==> src/rtl/id_decode_stage.sv <==
// ID->EX pipeline stage: instruction class decode, immediate build, load-use interlock.
// Optional macro ID_ILLEGAL_TRAP_EN flags unlisted opcodes as cmd_illegal_ex.
module id_decode_stage #(
    parameter logic [31:0] NOP_INST = 32'h0000_0013
) (
    input  logic        clk,
    input  logic        rst_n,
    input  logic [31:0] inst_id,
    input  logic [31:2] pc_id,
    input  logic        stall,
    input  logic        rst_pipe,
    input  logic        cpu_start,
    output logic [4:0]  rs1_adr_id,
    output logic [4:0]  rs2_adr_id,
    output logic [31:2] pc_ex,
    output logic [31:0] inst_ex,
    output logic [4:0]  rd_adr_ex,
    output logic [31:0] imm_ex,
    output logic        valid_ex,
    output logic        cmd_alu_ex,
    output logic        cmd_ld_ex,
    output logic        cmd_st_ex,
    output logic        cmd_br_ex,
    output logic        cmd_jal_ex,
    output logic        cmd_jalr_ex,
    output logic        cmd_lui_ex,
    output logic        cmd_auipc_ex,
    output logic        cmd_ecall_ex,
    output logic        cmd_mret_ex,
    output logic        cmd_illegal_ex,
    output logic        stall_ld,
    output logic        stall_ld_ex
);

    localparam int unsigned NCMD    = 11;
    localparam int unsigned C_ALU   = 0;
    localparam int unsigned C_LD    = 1;
    localparam int unsigned C_ST    = 2;
    localparam int unsigned C_BR    = 3;
    localparam int unsigned C_JAL   = 4;
    localparam int unsigned C_JALR  = 5;
    localparam int unsigned C_LUI   = 6;
    localparam int unsigned C_AUIPC = 7;
    localparam int unsigned C_ECALL = 8;
    localparam int unsigned C_MRET  = 9;
    localparam int unsigned C_ILL   = 10;

    localparam logic [6:0]  OP_ALU_R  = 7'b0110011;
    localparam logic [6:0]  OP_ALU_I  = 7'b0010011;
    localparam logic [6:0]  OP_LOAD   = 7'b0000011;
    localparam logic [6:0]  OP_STORE  = 7'b0100011;
    localparam logic [6:0]  OP_BRANCH = 7'b1100011;
    localparam logic [6:0]  OP_JAL    = 7'b1101111;
    localparam logic [6:0]  OP_JALR   = 7'b1100111;
    localparam logic [6:0]  OP_LUI    = 7'b0110111;
    localparam logic [6:0]  OP_AUIPC  = 7'b0010111;
    localparam logic [6:0]  OP_SYSTEM = 7'b1110011;
    localparam logic [31:0] INST_ECALL = 32'h0000_0073;
    localparam logic [31:0] INST_MRET  = 32'h3020_0073;

    logic [31:2]     pc_q,   pc_d;
    logic [31:0]     inst_q, inst_d;
    logic [4:0]      rd_q,   rd_d;
    logic [31:0]     imm_q,  imm_d;
    logic            valid_q, valid_d;
    logic [NCMD-1:0] cmd_q,  cmd_d;
    logic            sld_q,  sld_d;

    logic [NCMD-1:0] dec_cmd;
    logic [4:0]      dec_rd;
    logic [31:0]     dec_imm;
    logic            rs1_use, rs2_use;

    logic [31:0] imm_i, imm_s, imm_b, imm_u, imm_j;

    assign rs1_adr_id = inst_id[19:15];
    assign rs2_adr_id = inst_id[24:20];

    assign imm_i = {{20{inst_id[31]}}, inst_id[31:20]};
    assign imm_s = {{20{inst_id[31]}}, inst_id[31:25], inst_id[11:7]};
    assign imm_b = {{19{inst_id[31]}}, inst_id[31], inst_id[7], inst_id[30:25], inst_id[11:8], 1'b0};
    assign imm_u = {inst_id[31:12], 12'h000};
    assign imm_j = {{11{inst_id[31]}}, inst_id[31], inst_id[19:12], inst_id[20], inst_id[30:21], 1'b0};

    // Instruction class, destination, immediate and source-register usage
    always_comb begin
        dec_cmd = '0;
        dec_rd  = '0;
        dec_imm = '0;
        rs1_use = 1'b0;
        rs2_use = 1'b0;
        case (inst_id[6:0])
            OP_ALU_R: begin
                dec_cmd[C_ALU] = 1'b1; dec_rd = inst_id[11:7];
                rs1_use = 1'b1; rs2_use = 1'b1;
            end
            OP_ALU_I: begin
                dec_cmd[C_ALU] = 1'b1; dec_rd = inst_id[11:7]; dec_imm = imm_i; rs1_use = 1'b1;
            end
            OP_LOAD: begin
                dec_cmd[C_LD] = 1'b1; dec_rd = inst_id[11:7]; dec_imm = imm_i; rs1_use = 1'b1;
            end
            OP_STORE: begin
                dec_cmd[C_ST] = 1'b1; dec_imm = imm_s; rs1_use = 1'b1; rs2_use = 1'b1;
            end
            OP_BRANCH: begin
                dec_cmd[C_BR] = 1'b1; dec_imm = imm_b; rs1_use = 1'b1; rs2_use = 1'b1;
            end
            OP_JAL: begin
                dec_cmd[C_JAL] = 1'b1; dec_rd = inst_id[11:7]; dec_imm = imm_j;
            end
            OP_JALR: begin
                dec_cmd[C_JALR] = 1'b1; dec_rd = inst_id[11:7]; dec_imm = imm_i; rs1_use = 1'b1;
            end
            OP_LUI: begin
                dec_cmd[C_LUI] = 1'b1; dec_rd = inst_id[11:7]; dec_imm = imm_u;
            end
            OP_AUIPC: begin
                dec_cmd[C_AUIPC] = 1'b1; dec_rd = inst_id[11:7]; dec_imm = imm_u;
            end
            OP_SYSTEM: begin
                if (inst_id == INST_ECALL)     dec_cmd[C_ECALL] = 1'b1;
                else if (inst_id == INST_MRET) dec_cmd[C_MRET]  = 1'b1;
`ifdef ID_ILLEGAL_TRAP_EN
                else                           dec_cmd[C_ILL]   = 1'b1;
`endif
            end
            default: begin
`ifdef ID_ILLEGAL_TRAP_EN
                dec_cmd[C_ILL] = 1'b1;
`endif
            end
        endcase
    end

    // A bubble in EX (valid_q=0) can never raise the interlock, so one hazard costs one bubble
    assign stall_ld = valid_q & cmd_q[C_LD] & (rd_q != 5'd0) &
                      ((rs1_use & (rs1_adr_id == rd_q)) | (rs2_use & (rs2_adr_id == rd_q)));

    // EX register next state: rst_pipe > stall > stall_ld > cpu_start gate > decode
    always_comb begin
        pc_d    = pc_q;
        inst_d  = inst_q;
        rd_d    = rd_q;
        imm_d   = imm_q;
        valid_d = valid_q;
        cmd_d   = cmd_q;
        sld_d   = sld_q;
        if (rst_pipe) begin
            inst_d = NOP_INST; rd_d = '0; imm_d = '0; valid_d = 1'b0; cmd_d = '0; sld_d = 1'b0;
        end else if (stall) begin
            sld_d = sld_q;
        end else if (stall_ld || !cpu_start) begin
            pc_d = pc_id; inst_d = NOP_INST; rd_d = '0; imm_d = '0; valid_d = 1'b0;
            cmd_d = '0; sld_d = stall_ld;
        end else begin
            pc_d = pc_id; inst_d = inst_id; rd_d = dec_rd; imm_d = dec_imm; valid_d = 1'b1;
            cmd_d = dec_cmd; sld_d = 1'b0;
        end
    end

    always_ff @(posedge clk or negedge rst_n) begin
        if (!rst_n) begin
            pc_q    <= '0;
            inst_q  <= NOP_INST;
            rd_q    <= '0;
            imm_q   <= '0;
            valid_q <= 1'b0;
            cmd_q   <= '0;
            sld_q   <= 1'b0;
        end else begin
            pc_q    <= pc_d;
            inst_q  <= inst_d;
            rd_q    <= rd_d;
            imm_q   <= imm_d;
            valid_q <= valid_d;
            cmd_q   <= cmd_d;
            sld_q   <= sld_d;
        end
    end

    assign pc_ex          = pc_q;
    assign inst_ex        = inst_q;
    assign rd_adr_ex      = rd_q;
    assign imm_ex         = imm_q;
    assign valid_ex       = valid_q;
    assign stall_ld_ex    = sld_q;
    assign cmd_alu_ex     = cmd_q[C_ALU];
    assign cmd_ld_ex      = cmd_q[C_LD];
    assign cmd_st_ex      = cmd_q[C_ST];
    assign cmd_br_ex      = cmd_q[C_BR];
    assign cmd_jal_ex     = cmd_q[C_JAL];
    assign cmd_jalr_ex    = cmd_q[C_JALR];
    assign cmd_lui_ex     = cmd_q[C_LUI];
    assign cmd_auipc_ex   = cmd_q[C_AUIPC];
    assign cmd_ecall_ex   = cmd_q[C_ECALL];
    assign cmd_mret_ex    = cmd_q[C_MRET];
    assign cmd_illegal_ex = cmd_q[C_ILL];

endmodule

==> config.mk <==
export PLATFORM = sky130hd
export DESIGN_NAME = id_decode_stage
export DESIGN_NICKNAME = d
export VERILOG_FILES = /design/src/rtl/id_decode_stage.sv
export SDC_FILE = /design/constraint.sdc
export NUM_CORES = 1
export LEC_CHECK = 0
export CORE_ASPECT_RATIO = 1.75
export CORE_MARGIN = 2
export CORE_UTILIZATION = 48
export CTS_CLUSTER_DIAMETER = 50
export DETAILED_ROUTE_END_ITERATION = 10
export PLACE_DENSITY_LB_ADDON = 0.12
export SLEW_MARGIN = 20
export SYNTH_ARGS = -nofsm -noshare
export SYNTH_HDL_FRONTEND = slang
export SYNTH_SLANG_ARGS = --single-unit
==> constraint.sdc <==
create_clock -name clk -period 8.3 [get_ports clk]
set_input_delay 2.49 -clock clk [delete_from_list [all_inputs] [get_ports clk]]
set_output_delay 2.49 -clock clk [all_outputs]
set_load 0.02 [all_outputs]
==> results.md, run 1 <==
* Synth async-reset ratio at 100.0%
* Unrepaired setup endpoints after global routing: false
* TritonCTS clock tree: built
* Met1 usage at 31.56%
* Min Tclk post-route at 7323 ps
* Routed WL at 15210 um
* Top-Level Pins at 190
* Synth warn at 0
* Critical path origin: inst_id[6]
* Number of iterations in the first detailed-routing pass at 7
* Nets at 699
* Initial Util at 49.26%
* Synth Cell Area at 0.005044 mm^2
* Count leader, synth: dfrtp_1
* Number of synthesized flops with an enable pin at 0
* Post-CTS Setup Inserts at 0
* Routability cong. at 0.9648
* Clock Latency Late Sink at 350 ps
* Antenna viol nets, final at 0
* Largest net degree at the start of global routing at 79
* Synth Instances at 475
* Critical path class: in2out
* Worst-case vdd ir drop at 0.1401 mV
* WP data required at 5810 ps
* Crit path cell chain: clkdlybuf4s50_1 -> nor2b_2 -> a2111oi_4 -> nand3_2 -> a21oi_4 -> clkdlybuf4s50_1
* Synth Register Bits at 111
* Crit end category: output port
* Grt ovf at 0
* Max Cap Viol at 0
* Drt wl/cell at 19.91 um
* Synth top area cells: dfrtp_1 54%, nand2_1 7.7%, mux2_2 6.9%
* Most used cell, CP: clkdlybuf4s50_1
* Clock sinks at 111
* Worst-margin pin slew at 857.1 ps
* Die H at 139.6 um
* Crit Reg-Reg Startpoint: rd_adr_ex[1]
* Slew headroom at 42.75%
* Layout area overhead at 41.35%
* CP max FO at 17
* Leak at 2.876 nW
* Synth top cells by count: 108 x dfrtp_1, 103 x nand2_1, 35 x o21ai_0
* Vias per cell at 5.732
* Antenna cell count at 0
* Final Hold Viols at 0
* DR vias at 4379
* Synthesized area per cell at 10.62 um^2
* Drc violations at 0
* Max stage delay on crit path at 890 ps
* # fillers at 799
* Detailed router's first-iteration violation count at 320
* Vias in the first global route at 4447
* H-tree lvl count at 3
* Buffers on Ports at 188
* Register area share after synthesis at 55.15%
* Die X at 81.49 um
* Met3 Resource Use GR at 6.485%
* Cell Rows at 49
* Yosys top cell area share at 53.58%
* Max Clk Rate at 136.5 MHz
* Final Skew at 6.614 ps
* HPWL after detailed placement at 11020 um
* CTS clk-pin slew, worst paths at 70 ps
* Crit share post-route at 88.23%
* Min-delay src: imm_ex[17]
* Clock Tree Buf Depth at 2
* Number of hold buffers added after CTS at 0
* First-pass GRT wire length at 23320 um
* Max stage delay cell, worst path: clkdlybuf4s50_1
* CP Launch Type: input pin
* Pre-CTS WS at 1016 ps
* Global routing usage on met2 at 47.07%
* Core area at 0.01024 mm^2
* Area leader, netlist: dfrtp_1
* Global-route usage over all layers at 27.47%
* Final WS setup at 976.6 ps
* Status: finished clean
* Post-Syn Nets at 542
* Pwr dens at 173.3 mW/mm^2
* CTS Root Cell: clkbuf_16
* Synth cell types at 54
* Initial antenna violation count at 0
* # resized after CTS at 0
* Number of CTS-inserted buffers at 9
* Top Usage Layer GRT: met2
* Setup slack, reg-to-reg at 5880 ps
* Die area at 0.01138 mm^2
* Share of cells above drive strength 1 at 10.52%
* Worst hold path class: reg2reg
* Critical Path AT at 4830 ps
* Pins Over Slew Limit at 0
* Setup TNS at 0 ps
* Final setup violation count at 0
* Top FF cell, synth: dfrtp_1
-- through the flow --
stage               instances  hold WS [ps]  cell area (um^2)  power, mW  util (%)
floorplan                 475         545.2              5044     0.6926         -
CTS                       764         480.7              7127      1.248     69.61
finish                    764         474.4              7129      1.236     69.63
detailed placement        748         464.5              6837     0.8205     66.77
global placement          748         461.1              6837     0.8153     66.77
global route              764         498.3              7129      1.282     69.63
-- report_power, final --
group / internal, mW / switching [mW] / total (mW)
combinational: 0.108 / 0.116 / 0.224
clock: 0.235 / 0.192 / 0.427
sequential: 0.570 / 0.0151 / 0.585
-- final timing paths --
| path | end | depth (start not counted) |
|---|---|---|
| worst max-delay path | stall_ld | 6 |
| worst min-delay path | imm_ex[17] | 2 |
| worst max register to register | inst_ex[22] | 6 |
| worst min register to register | imm_ex[17] | 2 |
| max in group asynchronous | cmd_q[0] | 2 |
| min in group asynchronous | imm_ex[17] | 1 |
-- cell usage in the layout (no fill, tap or decap), types with 2 or more instances in the layout --
| cell type | netlist | final |
|---|---|---|
| clkdlybuf4s50_1 | 0 | 187 |
| dfrtp_1 | 108 | 108 |
| nand2_1 | 103 | 102 |
| o21ai_0 | 35 | 35 |
| mux2_2 | 31 | 31 |
| o31ai_1 | 29 | 29 |
| a21oi_1 | 21 | 21 |
| nand3_1 | 14 | 14 |
| xor2_1 | 9 | 9 |
| clkbuf_16 | 0 | 9 |
| o21ai_1 | 8 | 8 |
| buf_4 | 14 | 6 |
| nor3_1 | 5 | 5 |
| nor2_1 | 6 | 5 |
| nor4_1 | 5 | 5 |
| a22o_1 | 4 | 4 |
| a22oi_1 | 4 | 4 |
| or4_1 | 3 | 3 |
| and2_1 | 3 | 3 |
| a32o_1 | 3 | 3 |
| dfstp_2 | 3 | 3 |
| nand4_1 | 2 | 2 |
| o22a_1 | 2 | 2 |
| and3_1 | 2 | 2 |
| clkinv_2 | 0 | 2 |
| clkbuf_1 | 21 | 2 |
-- layout make-up --
type                       count  area (um^2)  area share, %
timing repair buffer         193         1917          26.89
tap                          127        158.9          2.229
clock buffer                  11        232.7          3.264
multi-input combinational    316         1978          27.75
sequential                   111         2781          39.01
clock inverter                 5        57.56         0.8073
inverter                       1        3.754        0.05265
-- sequential cells by signal (all words and copies together), names as in the netlist --
name	count
cmd_q	10
imm_ex	32
inst_ex	32
pc_ex	30
rd_adr_ex	5
stall_ld_ex	1
valid_ex	1
-- kinds of logic after synthesis --
group                     Yosys count  share of synthesized area, %
AOI/OAI and AO/OA                 118                         15.98
xor gates and xnor gates           10                         1.737
DFF                               111                         55.15
and+or+nand+nor                   156                         14.26
other                               1                       0.07435
buffers and inverters              48                         5.879
muxes                              31                         6.921
-- per-layer routing --
metal  share of wire [%]  vias to the layer above
met3                 7.8                       44
met5                   0                        -
met1                  35                     2139
met2                  53                      228
li1                    -                     1968
met4                 4.1                        0
-- worst max-delay path, delay by kind of cell --
kind,cells,cell delay (ps)
simple gates,2,310
compound gates,2,500
buf+inv,2,1520
No activity file was read; power rests on OpenSTA's default activity.
==> run 2: changes to the inputs <==
--- a/config.mk
+++ b/config.mk
@@ -5,8 +5,8 @@
 export SDC_FILE = /design/constraint.sdc
 export NUM_CORES = 1
 export LEC_CHECK = 0
+export CAP_MARGIN = 20
 export CORE_ASPECT_RATIO = 1.75
-export CORE_MARGIN = 2
 export CORE_UTILIZATION = 48
 export CTS_CLUSTER_DIAMETER = 50
 export DETAILED_ROUTE_END_ITERATION = 10
==> run 2 against run 1 <==
Compared with the run above: die area decreased by 3.9%; clock power decreased by 4%; routed wire length decreased by 0.63%; total power decreased by 1.5%; combinational power about the same; register-to-register slack about the same; core utilization decreased by 0.073 points; clock skew increased by 2.5 ps; setup slack about the same; clock-buffer cell count decreased by 1.
==> results.md, run 2 (synthesized netlist as in run 1, its figures left out) <==
* Unrepaired setup endpoints after global routing: false (unchanged)
* Max Clk Rate at 136.5 MHz (about the same)
* Die area at 0.01094 mm^2 (was 0.01138 mm^2)
* Commonest non-fill, non-tap cell in the layout: clkdlybuf4s50_1 (unchanged)
* TritonCTS clock tree: built (unchanged)
* Grt ovf at 0 (unchanged)
* Largest net degree at the start of global routing at 79 (unchanged)
* Max Cap Viol at 0 (unchanged)
* Final setup violation count at 0 (unchanged)
* Max stage delay on crit path at 890 ps (about the same)
* # resized after CTS at 0 (unchanged)
* Worst-margin pin slew at 805.2 ps (was 857.1 ps)
* Die H at 137.6 um (was 139.6 um)
* Setup TNS at 0 ps (unchanged)
* Detailed router's first-iteration violation count at 403 (was 320)
* Initial Util at 49.26% (unchanged)
* Top Family by Delay on Critical Path: buffers and inverters (unchanged)
* Share of cells above drive strength 1 at 10.83% (was 10.52%)
* Critical path class: in2out (unchanged)
* Die X at 79.49 um (was 81.49 um)
* Pwr dens at 170.8 mW/mm^2 (was 173.3 mW/mm^2)
* Post-layout instance area at 0.007122 mm^2 (was 0.007129 mm^2)
* Worst R2R Path Depth at 6 (unchanged)
* CP Launch Type: input pin (unchanged)
* Most used cell, CP: clkdlybuf4s50_1 (unchanged)
* R2r endpoint: imm_ex[8] (was inst_ex[22])
* Global-route usage over all layers at 28.54% (was 27.47%)
* Number of hold buffers added after CTS at 0 (unchanged)
* Drt wl/cell at 19.78 um (was 19.91 um)
* CP max FO at 17 (unchanged)
* Worst hold path endpoint: imm_ex[17] (unchanged)
* Crit path cell chain: clkdlybuf4s50_1 -> nor2b_2 -> a2111oi_4 -> nand3_2 -> a21oi_4 -> clkdlybuf4s50_1 (unchanged)
* Most frequent cells in the layout: 187 x clkdlybuf4s50_1, 108 x dfrtp_1, 102 x nand2_1, 35 x o21ai_0, 31 x mux2_2 (unchanged)
* Clock sinks at 111 (unchanged)
* HPWL after detailed placement at 10880 um (was 11020 um)
* Top-Level Pins at 190 (unchanged)
* Buffers on Ports at 188 (unchanged)
* Clock Latency Late Sink at 350 ps (about the same)
* Min-delay src: imm_ex[17] (unchanged)
* Routability cong. at 0.9992 (was 0.9648)
* Crit end category: output port (unchanged)
* Hold depth at 2 (unchanged)
* Core area at 0.01024 mm^2 (unchanged)
* Min Tclk post-route at 7324 ps (was 7323 ps)
* Routed WL at 15110 um (was 15210 um)
* # fillers at 785 (was 799)
* Number of iterations in the first detailed-routing pass at 5 (was 7)
* Final Hold Viols at 0 (unchanged)
* Antenna cell count at 0 (unchanged)
* Clock Tree Buf Depth at 2 (unchanged)
* Initial antenna violation count at 0 (unchanged)
* DR vias at 4368 (was 4379)
* Final Skew at 9.086 ps (was 6.614 ps)
* Nets at 699 (unchanged)
* Worst hold path class: reg2reg (unchanged)
* Crit share post-route at 88.24% (was 88.23%)
* CTS Root Cell: clkbuf_16 (unchanged)
* Critical Path AT at 4830 ps (about the same)
* Slew headroom at 46.21% (was 42.75%)
* CTS clk-pin slew, worst paths at 70 ps (about the same)
* Crit Reg-Reg Startpoint: rd_adr_ex[4] (was rd_adr_ex[1])
* Worst-case vdd ir drop at 0.1354 mV (was 0.1401 mV)
* Post-DP Area at 0.006837 mm^2 (unchanged)
* Number of CTS-inserted buffers at 9 (unchanged)
* H-tree lvl count at 3 (unchanged)
* Leak at 2.872 nW (was 2.876 nW)
* Setup slack, reg-to-reg at 5880 ps (about the same)
* Pins Over Slew Limit at 0 (unchanged)
* Worst Path Buf+Inv at 2 (unchanged)
* Layout area overhead at 41.21% (was 41.35%)
* Post-CTS Setup Inserts at 0 (unchanged)
* First-pass GRT wire length at 23060 um (was 23320 um)
* Status: finished clean (unchanged)
* Cell Rows at 49 (unchanged)
* Vias in the first global route at 4408 (was 4447)
* Vias per cell at 5.717 (was 5.732)
* Final Core Density at 69.56% (was 69.63%)
* Antenna viol nets, final at 0 (unchanged)
* Max stage delay cell, worst path: clkdlybuf4s50_1 (unchanged)
* Drc violations at 0 (unchanged)
* WP data required at 5810 ps (about the same)
## run 2: changes by cell type in the layout (fill, tap and decap cells not counted)
| cell | change |
|---|---|
| bufinv_16 | -1 |
| clkbuf_1 | -2 |
| clkbuf_8 | +1 |
| clkinvlp_4 | +1 |
| inv_6 | +1 |
## run 2: metal layers
metal,global-route usage [%],share of wire [%]
met3,8.411,7.9
met1,31.38,35
met4,19.70,6.5
met5,0,0
met2,46.72,51
## run 2: worst register-to-register path, cell delays in order (launching register included)
cell     delay [ps]
dfrtp_1         460
xor2_1          190
nor4_1          330
nand4_1         210
a21oi_4         240
buf_4           600
o21ai_0         240
## run 2: worst max-delay path by stage
stage	from	cells past startpoint	endpoint
floorplan	inst_id[4]	6	stall_ld
global placement	inst_id[6]	6	stall_ld
detailed placement	inst_id[6]	6	stall_ld
CTS	inst_id[6]	6	stall_ld
global route	inst_id[6]	6	stall_ld
finish	inst_id[6]	6	stall_ld
## run 2: final cells by class
class | instances | area, um^2 | area share, %
Tap cell | 127 | 158.9 | 2.231
Clock inverter | 6 | 43.79 | 0.6149
Clock buffer | 10 | 239.0 | 3.356
Inverter | 1 | 3.754 | 0.05271
Timing Repair Buffer | 193 | 1917 | 26.91
Multi-Input combinational cell | 316 | 1978 | 27.78
Sequential cell | 111 | 2781 | 39.05
## run 2: through the flow
stage	setup WS, ps	std cells	hold slack (ps)	power [mW]
floorplan	2090	475	545.2	0.6926
global placement	1084	748	462.2	0.8144
detailed placement	1011	748	469.3	0.8193
CTS	998.2	764	486.0	1.229
global route	862.4	764	505.9	1.263
finish	976.1	764	482.7	1.217
## run 2: power breakdown
part / internal [mW] / switching [mW] / leakage (nW) / total (mW)
Sequential: 0.570 / 0.0151 / 1.46 / 0.585
Combinational: 0.108 / 0.116 / 1.27 / 0.224
Clock: 0.214 / 0.194 / 0.139 / 0.408
Total: 0.891 / 0.325 / 2.87 / 1.22
